--- src/rtl/cnn_pkg.sv ---
// Shared CNN datapath constants and the layer-2 scheduler state encoding.
package cnn_pkg;

  localparam int IMG_DIM = 13;
  localparam int WIN     = 4;
  localparam int STRIDE  = 3;
  localparam int OUT_DIM = 4;
  localparam int TAPS    = 16;

  typedef enum logic [2:0] {
    IDLE,
    FETCH,
    DRAIN,
    CLR,
    MAC,
    WRITE,
    DONE
  } l2_state_t;

endpackage

--- src/rtl/l2_addr_gen.sv ---
// Feature-buffer address for tap k of the 4x4 window at output position (ox, oy).
module l2_addr_gen
  import cnn_pkg::*;
(
  input  logic [1:0] ox,
  input  logic [1:0] oy,
  input  logic [3:0] k,
  output logic [7:0] buf_adr
);

  logic [7:0] row;
  logic [7:0] col;

  // Window origin sits at (3*oy, 3*ox); the tap adds (k/4, k%4). Peak is 12*13+12 = 168.
  assign row     = 8'(STRIDE) * {6'b0, oy} + {6'b0, k[3:2]};
  assign col     = 8'(STRIDE) * {6'b0, ox} + {6'b0, k[1:0]};
  assign buf_adr = row * 8'(IMG_DIM) + col;

endmodule

--- src/rtl/cnn_l2_sched.sv ---
// Layer-2 scheduler: fetches each 4x4 window once, then runs one MAC pass and
// one OFM write per kernel filter, stepping the window over a 4x4 output grid.
module cnn_l2_sched
  import cnn_pkg::*;
#(
  parameter  int N  = 2,
  localparam int FW = (N > 1) ? $clog2(N) : 1
) (
  input  logic          clk,
  input  logic          rst_n,
  input  logic          start,
  input  logic          ofm_ready,
  output logic          busy,
  output logic          done,
  output logic          buf_rd,
  output logic [7:0]    buf_adr,
  output logic [15:0]   win_en,
  output logic          mac_rst,
  output logic          mac_en,
  output logic [3:0]    mac_tap,
  output logic [FW-1:0] kernel_sel,
  output logic          ofm_wr,
  output logic [31:0]   ofm_adr
);

  localparam logic [3:0]    K_LAST = 4'(TAPS - 1);
  localparam logic [1:0]    P_LAST = 2'(OUT_DIM - 1);
  localparam logic [FW-1:0] F_LAST = FW'(N - 1);

  l2_state_t     state, state_nxt;
  logic [3:0]    k, k_nxt;
  logic [FW-1:0] f, f_nxt;
  logic [1:0]    ox, ox_nxt;
  logic [1:0]    oy, oy_nxt;

  logic [7:0]    adr_nxt;
  logic          busy_d, done_d, buf_rd_d, mac_rst_d, mac_en_d, ofm_wr_d;
  logic [7:0]    buf_adr_d;
  logic [15:0]   win_en_d;
  logic [3:0]    mac_tap_d;
  logic [FW-1:0] kernel_sel_d;
  logic [31:0]   ofm_adr_d;

  l2_addr_gen u_addr_gen (
    .ox      (ox_nxt),
    .oy      (oy_nxt),
    .k       (k_nxt),
    .buf_adr (adr_nxt)
  );

  always_comb begin
    state_nxt = state;
    k_nxt     = k;
    f_nxt     = f;
    ox_nxt    = ox;
    oy_nxt    = oy;
    case (state)
      IDLE: begin
        if (start) begin
          state_nxt = FETCH;
          k_nxt     = '0;
          f_nxt     = '0;
          ox_nxt    = '0;
          oy_nxt    = '0;
        end
      end
      FETCH: begin
        if (k == K_LAST) begin
          state_nxt = DRAIN;
          k_nxt     = '0;
        end else begin
          k_nxt = k + 4'd1;
        end
      end
      DRAIN: state_nxt = CLR;
      CLR: begin
        state_nxt = MAC;
        k_nxt     = '0;
      end
      MAC: begin
        if (k == K_LAST) begin
          state_nxt = WRITE;
          k_nxt     = '0;
        end else begin
          k_nxt = k + 4'd1;
        end
      end
      // Only an accepted write moves the FSM; a stall leaves every counter untouched.
      WRITE: begin
        if (ofm_ready) begin
          if (f != F_LAST) begin
            f_nxt     = f + FW'(1);
            state_nxt = CLR;
          end else if (ox == P_LAST && oy == P_LAST) begin
            state_nxt = DONE;
          end else begin
            f_nxt     = '0;
            k_nxt     = '0;
            state_nxt = FETCH;
            if (ox == P_LAST) begin
              ox_nxt = '0;
              oy_nxt = oy + 2'd1;
            end else begin
              ox_nxt = ox + 2'd1;
            end
          end
        end
      end
      DONE: begin
        state_nxt = IDLE;
        k_nxt     = '0;
        f_nxt     = '0;
        ox_nxt    = '0;
        oy_nxt    = '0;
      end
      default: state_nxt = IDLE;
    endcase
  end

  // Outputs are decoded from the next state so they can be registered without a cycle of lag.
  always_comb begin
    busy_d       = 1'b0;
    done_d       = 1'b0;
    buf_rd_d     = 1'b0;
    buf_adr_d    = '0;
    win_en_d     = '0;
    mac_rst_d    = 1'b0;
    mac_en_d     = 1'b0;
    mac_tap_d    = '0;
    kernel_sel_d = '0;
    ofm_wr_d     = 1'b0;
    ofm_adr_d    = '0;
    busy_d = state_nxt inside {FETCH, DRAIN, CLR, MAC, WRITE};
    case (state_nxt)
      FETCH: begin
        buf_rd_d  = 1'b1;
        buf_adr_d = adr_nxt;
        if (k_nxt != 4'd0) win_en_d = 16'd1 << (k_nxt - 4'd1);
      end
      DRAIN: win_en_d = 16'h8000;
      CLR: begin
        mac_rst_d    = 1'b1;
        kernel_sel_d = f_nxt;
      end
      MAC: begin
        mac_en_d     = 1'b1;
        mac_tap_d    = k_nxt;
        kernel_sel_d = f_nxt;
      end
      WRITE: begin
        ofm_wr_d     = 1'b1;
        kernel_sel_d = f_nxt;
        ofm_adr_d    = 32'(f_nxt) * 32'd16 + 32'(oy_nxt) * 32'd4 + 32'(ox_nxt);
      end
      DONE: done_d = 1'b1;
      default: ;
    endcase
  end

  always_ff @(posedge clk or negedge rst_n) begin
    if (!rst_n) begin
      state      <= IDLE;
      k          <= '0;
      f          <= '0;
      ox         <= '0;
      oy         <= '0;
      busy       <= 1'b0;
      done       <= 1'b0;
      buf_rd     <= 1'b0;
      buf_adr    <= '0;
      win_en     <= '0;
      mac_rst    <= 1'b0;
      mac_en     <= 1'b0;
      mac_tap    <= '0;
      kernel_sel <= '0;
      ofm_wr     <= 1'b0;
      ofm_adr    <= '0;
    end else begin
      state      <= state_nxt;
      k          <= k_nxt;
      f          <= f_nxt;
      ox         <= ox_nxt;
      oy         <= oy_nxt;
      busy       <= busy_d;
      done       <= done_d;
      buf_rd     <= buf_rd_d;
      buf_adr    <= buf_adr_d;
      win_en     <= win_en_d;
      mac_rst    <= mac_rst_d;
      mac_en     <= mac_en_d;
      mac_tap    <= mac_tap_d;
      kernel_sel <= kernel_sel_d;
      ofm_wr     <= ofm_wr_d;
      ofm_adr    <= ofm_adr_d;
    end
  end

endmodule

--- config.mk ---
export PLATFORM = sky130hd
export DESIGN_NAME = cnn_l2_sched
export DESIGN_NICKNAME = d
export VERILOG_FILES = /design/src/rtl/cnn_pkg.sv /design/src/rtl/l2_addr_gen.sv /design/src/rtl/cnn_l2_sched.sv
export SDC_FILE = /design/constraint.sdc
export NUM_CORES = 1
export LEC_CHECK = 0
export CAP_MARGIN = 10
export CELL_PAD_IN_SITES_DETAIL_PLACEMENT = 1
export CELL_PAD_IN_SITES_GLOBAL_PLACEMENT = 1
export CORE_MARGIN = 2
export CORE_UTILIZATION = 43
export CTS_BUF_LIST = sky130_fd_sc_hd__clkbuf_4 sky130_fd_sc_hd__clkbuf_8
export CTS_CLUSTER_SIZE = 10
export DETAILED_ROUTE_END_ITERATION = 12
export PLACE_DENSITY_LB_ADDON = 0.12
export SYNTH_ARGS = -nofsm -noshare
export SYNTH_HDL_FRONTEND = slang
export SYNTH_SLANG_ARGS = --single-unit
--- constraint.sdc ---
create_clock -name clk -period 9.2 [get_ports clk]
set_clock_uncertainty 0.2 [all_clocks]
set_input_delay 2.76 -clock clk [delete_from_list [all_inputs] [get_ports clk]]
set_output_delay 2.76 -clock clk [all_outputs]
set_load 0.05 [all_outputs]
==> impl_metrics.ini, run 1 <==
[detailed_routing]
ant_nets = 0
wl_met3_um = 201
route.vias.total = 2151
drtIter0Drc = 96
vias_per_cell = 5.27
drtPass1Iterations = 4
wl_met1_um = 2750
drc = 0
drt_wl_total_um = 6340
top_layer_used = met4
wl_met2_um = 3290
avgRoutedWirePerCell_um = 15.5

[setup_path]
path_max_fanout = 10
critPathLaunchType = input pin
reg2reg_slack_ns = 3.72
critical_path_class = in -> reg
crit_required_ns = 9.15
arrival_ns = 7.61
end_kind = register

[synthesis]
synth_compound_area_frac = 0.104
yosys.area_share.adder = 0.144
muxShareOfSynthArea = 0.00671
ys_warn_count = 0
synth_top_cell_area_share = 0.436
yosys-top-cells-count = dfrtp_1 (52), buf_4 (28), ha_1 (28), nor2_1 (23), inv_1 (20)
yosysTopAreaCell = dfrtp_1
synth-seq-cells = 52
yosysMostFrequentCell = dfrtp_1
netlist_instances = 286
synthArstFlopShare = 1.00
synth-main-ff-cell = dfrtp_1
synth_edf_count = 0
synth_area_per_cell_um2 = 10.4
synth.distinct_cells = 53
yosysSeqAreaShare = 0.436
synth_xor_area_frac = 0.0176
yosys-top-cells-area = dfrtp_1 (44%), ha_1 (12%), buf_4 (7.0%), nor2_1 (2.9%), nor4_1 (2.7%)
syn_area_mm2 = 0.00298
synth_top_family_by_area = simple AND/OR/NAND/NOR gates
synthSimpleGateAreaFrac = 0.176

[clock_network]
clk_latency_ns = 0.30
clk_path_buf_depth = 2
cts_setup_buffers = 0
cts_root_buffer = clkbuf_8
cts_buffers = 5
cts_resized = 0
h-tree-depth = 2
cts.sinks = 52
cts.hold.buffers_added = 0
path_clk_slew_ns = 0.09
cts_tree = built

[global_route]
antenna_found_initial = 0
groute.usage.overall = 0.176
grt_max_degree = 53
grt_overflow = 0
grt_pass1_vias = 2135
grt_pass1_wl_um = 10400

[layout]
final_cells = 408
drive_gt1_frac = 0.0610
fillers = 745
final_util = 0.522
antennaDiodeCount = 0
final_cell_area_mm2 = 0.00353
nNetsFinal = 363
area_growth_pct = 18.3

[power_and_ir_drop]
leakage_nw = 1.77
power.density_mw_per_mm2 = 372
ir_drop_v = 0.000187
finalPower_w = 0.00131

[die]
num_io_pins = 71
die_x_um = 87.3
core_area_mm2 = 0.00676
rows = 30
die_area_mm2 = 0.00762
start_util = 0.441
fp.dieH_um = 87.3

[run]
drv_cap = 0

[place]
io_buffer_count = 43
dp_hpwl_um = 4770
place.gp.congestion = 0.819
dpl.cell_count = 399
placed_area_mm2 = 0.00335

[timing]
setup_viol = 0
relSlewSlack = 0.306
rsz0062_at_grt = no
max_freq_ghz = 0.130
hold_viol = 0
tightest_slew_ns = 1.04
fin_crit_sh = 0.833
finalSetupTns_ns = 0
fin_crit_ns = 7.66
slew_violations = 0

[hold_path]
hp-class = reg -> reg

[run_status]
status = completed
-- stage by stage --
step	hold WS (ns)	setup slack, ns
floorplan	0.360	2.26
global placement	0.444	1.34
detailed placement	0.444	1.17
CTS	0.466	1.51
global route	0.478	1.23
finish	0.450	1.54
-- cells by family (layout without fill, tap and decap cells) --
kind of cell | Yosys count | after routing
flops | 52 | 52
other cells | 1 | 27
simple gates | 90 | 90
compound gates | 45 | 45
fa+ha+maj | 32 | 32
buf+inv | 58 | 74
mux | 2 | 2
xor+xnor | 6 | 6
-- power by group --
part	internal (W)	switching, W	total, W
registers	0.000283	0.0000432	0.000326
logic	0.000268	0.000504	0.000773
clock network	0.000136	0.0000759	0.000212
-- per-layer routing --
| layer | vias up | global-route usage |
|---|---|---|
| li1 | 1026 | - |
| met1 | 1066 | 0.232 |
| met2 | 49 | 0.298 |
| met3 | 10 | 0.0265 |
| met4 | 0 | 0.0517 |
| met5 | - | 0 |
-- state kept, by name, indices dropped and copies added (netlist names), 2 cells and up --
register	count
buf_adr	8
k	4
mac_tap	4
ofm_adr	5
ox	2
oy	2
state	3
win_en	16
-- cells in the final DEF, fill, tap and decap left out, drive strengths merged, types with 3 or more instances in the layout --
cell           synthesis  routed
dfrtp                 52      52
clkdlybuf4s50          0      42
ha                    28      28
conb                   1      27
nor2                  23      23
inv                   21      21
nor4                  17      17
nand2                 13      13
a21oi                 13      13
nand2b                 6       6
nor3                   5       5
clkbuf                 0       5
nand3b                 4       4
o21ai                  4       4
a21o                   4       4
fa                     4       4
and2                   4       4
o21a                   3       3
xnor2                  3       3
o31ai                  3       3
nand3                  3       3
nor2b                  3       3
a211o                  3       3
xor2                   3       3
bufinv                 0       3
-- final timing paths --
kind	depth (start not counted)	end	startpoint
worst min register to register	2	ofm_adr[1]	ox[1]
min in group asynchronous	1	win_en[12]	rst_n
worst max register to register	16	buf_adr[7]	state[1]
worst min-delay path	2	ofm_adr[1]	ox[1]
max in group asynchronous	2	ox[1]	rst_n
worst max-delay path	17	buf_adr[7]	ofm_ready
-- cell type report --
| class | instances | area (um^2) | share of cell area |
|---|---|---|---|
| clock buffers | 5 | 68.8 | 0.0195 |
| well taps | 80 | 100 | 0.0284 |
| repair buffers | 44 | 445 | 0.126 |
| multi-input cells | 202 | 1440 | 0.408 |
| inverters | 22 | 82.6 | 0.0234 |
| flip-flops and latches | 52 | 1300 | 0.369 |
| clock inverters | 3 | 90.1 | 0.0255 |
-- critical path: stages --
cell and delay (ns):
clkdlybuf4s50_1 0.57, nand2_1 0.16, o21a_1 0.24, nor2_1 0.13, a31o_1 0.42, clkinv_1 0.39
ha_1 0.32, ha_1 0.32, ha_1 0.31, ha_1 0.32, fa_1 0.49, ha_1 0.35
a21o_1 0.19, a21oi_1 0.24, and4b_1 0.22, a21oi_1 0.11, a21oi_1 0.07
Note: power is estimated with default switching activity, not from simulation.
==> run 2, diff against run 1 <==
--- a/config.mk
+++ b/config.mk
@@ -9,7 +9,7 @@
 export CELL_PAD_IN_SITES_DETAIL_PLACEMENT = 1
 export CELL_PAD_IN_SITES_GLOBAL_PLACEMENT = 1
 export CORE_MARGIN = 2
-export CORE_UTILIZATION = 43
+export CORE_UTILIZATION = 36
 export CTS_BUF_LIST = sky130_fd_sc_hd__clkbuf_4 sky130_fd_sc_hd__clkbuf_8
 export CTS_CLUSTER_SIZE = 10
 export DETAILED_ROUTE_END_ITERATION = 12
==> constraint.sdc (replaced) <==
create_clock -name clk -period 6.25 [get_ports clk]
set_clock_uncertainty 0.2 [all_clocks]
set_input_delay 1.875 -clock clk [delete_from_list [all_inputs] [get_ports clk]]
set_output_delay 1.875 -clock clk [all_outputs]
set_load 0.05 [all_outputs]
==> impl_metrics.ini, run 2 (synthesized netlist as in run 1, its figures left out) <==
[layout]
drive_gt1_frac = 0.164
nNetsFinal = 394
final_common_cell = dfrtp_1
largest_reg_flops = 16
fillers = 922
area_growth_pct = 26.0
top_regs = win_en x16, buf_adr x8, ofm_adr x5
antennaDiodeCount = 0
final_cells = 464
layout_common_cells = dfrtp_1 (52), clkdlybuf4s50_1 (41), buf_4 (32)
regArea_mm2 = 0.00130
multiInputGateArea_mm2 = 0.00148
final_util = 0.462
top_register = win_en

[detailed_routing]
ant_nets = 0
drtIter0Drc = 52
drt_wl_total_um = 6410
drtPass1Iterations = 4
route.vias.total = 2220
vias_per_cell = 4.78
avgRoutedWirePerCell_um = 13.8
drc = 0

[clock_network]
cts_setup_buffers = 0
h-tree-depth = 2
path_clk_slew_ns = 0.11
clk_path_buf_depth = 2
cts_root_buffer = clkbuf_8
cts.hold.buffers_added = 0
clk_latency_ns = 0.31
cts_buffers = 5
cts.sinks = 52
cts_tree = built

[timing]
holdWs_ns = 0.508
setup_viol = 0
rsz0062_at_grt = yes
max_freq_ghz = 0.164
relSlewSlack = 0.562
tightest_slew_ns = 0.657
fin_crit_ns = 6.09
hold_viol = 0
slew_violations = 0
fin_crit_sh = 0.975

[die]
core_area_mm2 = 0.00813
fp.dieH_um = 95.0
die_x_um = 95.0
rows = 33
num_io_pins = 71
start_util = 0.367
die_area_mm2 = 0.00903

[place]
dp_hpwl_um = 4910
dpl.cell_count = 456
place.gp.congestion = 0.781
io_buffer_count = 43

[global_route]
grt_max_degree = 53
grt_overflow = 0
antenna_found_initial = 0
grt_pass1_wl_um = 11000
groute.usage.overall = 0.154
grt_pass1_vias = 2274

[setup_path]
r2r_cells = 15
reg2reg_slack_ns = 1.27
critPathLaunchType = input pin
crit_required_ns = 6.26
critical_path_class = in -> reg
end_kind = register
arrival_ns = 6.10
rr_startpoint = state[1]
r2r_end = buf_adr[7]
path_max_fanout = 2

[hold_path]
hp-class = reg -> reg
holdPathStages = 3
hold_end = f
hold_start = f

[run]
drv_cap = 0

[power_and_ir_drop]
leakage_nw = 1.91
power.density_mw_per_mm2 = 525
ir_drop_v = 0.000314
finalPower_w = 0.00197

[run_status]
status = completed
-- run 2: changes by cell type in the layout (fill, tap and decap cells not counted), sizes merged --
| cell | previous run | this run |
|---|---|---|
| inv | 21 | 24 |
| dlygate4sd2 | 0 | 1 |
| buf | 2 | 33 |
| bufinv | 3 | 0 |
| clkdlybuf4s50 | 42 | 41 |
-- run 2: cell type report --
type,count,area share
clock buffer,5,0.0183
clock inverter,3,0.00766
inverter,22,0.0220
multi-input combinational,202,0.394
sequential,52,0.346
tap,105,0.0350
timing repair buffer,75,0.177
-- run 2: report_power, final --
part / leakage [nW] / total, W / switching (W) / internal (W)
registers: 0.702 / 0.000479 / 0.0000629 / 0.000416
logic: 1.15 / 0.00128 / 0.000768 / 0.000514
clock network: 0.0511 / 0.000211 / 0.000126 / 0.0000848
total: 1.91 / 0.00197 / 0.000957 / 0.00101
-- run 2: worst max path at each step --
stage,startpoint,to,cells after the start
floorplan,ofm_ready,buf_adr[7],16
global placement,ofm_ready,buf_adr[7],17
detailed placement,ofm_ready,buf_adr[7],17
CTS,start,buf_adr[7],16
global route,start,buf_adr[7],17
finish,start,buf_adr[7],17
-- run 2: critical path, stage by stage --
cell and delay, ns:
clkdlybuf4s50_1 0.44, or3b_4 0.27, nor2_4 0.04, or4_4 0.57
inv_2 0.08, xnor2_1 0.11, ha_1 0.25, ha_1 0.32
ha_1 0.30, ha_1 0.32, fa_1 0.48, ha_1 0.31
a21o_1 0.19, a21oi_2 0.15, and4b_1 0.21, a21oi_1 0.12
a21oi_1 0.07
-- run 2: what timing repair did --
item,4_1_cts,5_1_grt
setup endpoints to repair,2,4
pin swaps,0,1
resized for setup,1,11
-- run 2: per-stage QoR --
step	cell area, um^2	setup slack, ns	TNS (ns)
2_1_floorplan	3080	0.198	0
3_3_place_gp	3620	-0.304	-0.926
3_5_place_dp	3620	-0.401	-1.30
4_1_cts	3720	0.0556	0
5_1_grt	3760	-0.0283	-0.0283
6_report	3760	0.158	0
-- run 2: metal layers --
layer  part of all wire  GRT usage  up-vias
li1                   -          -     1087
met1               0.44      0.200     1088
met2               0.52      0.269       40
met3              0.031     0.0287        5
met4             0.0069     0.0326        0
met5                  0          0        -
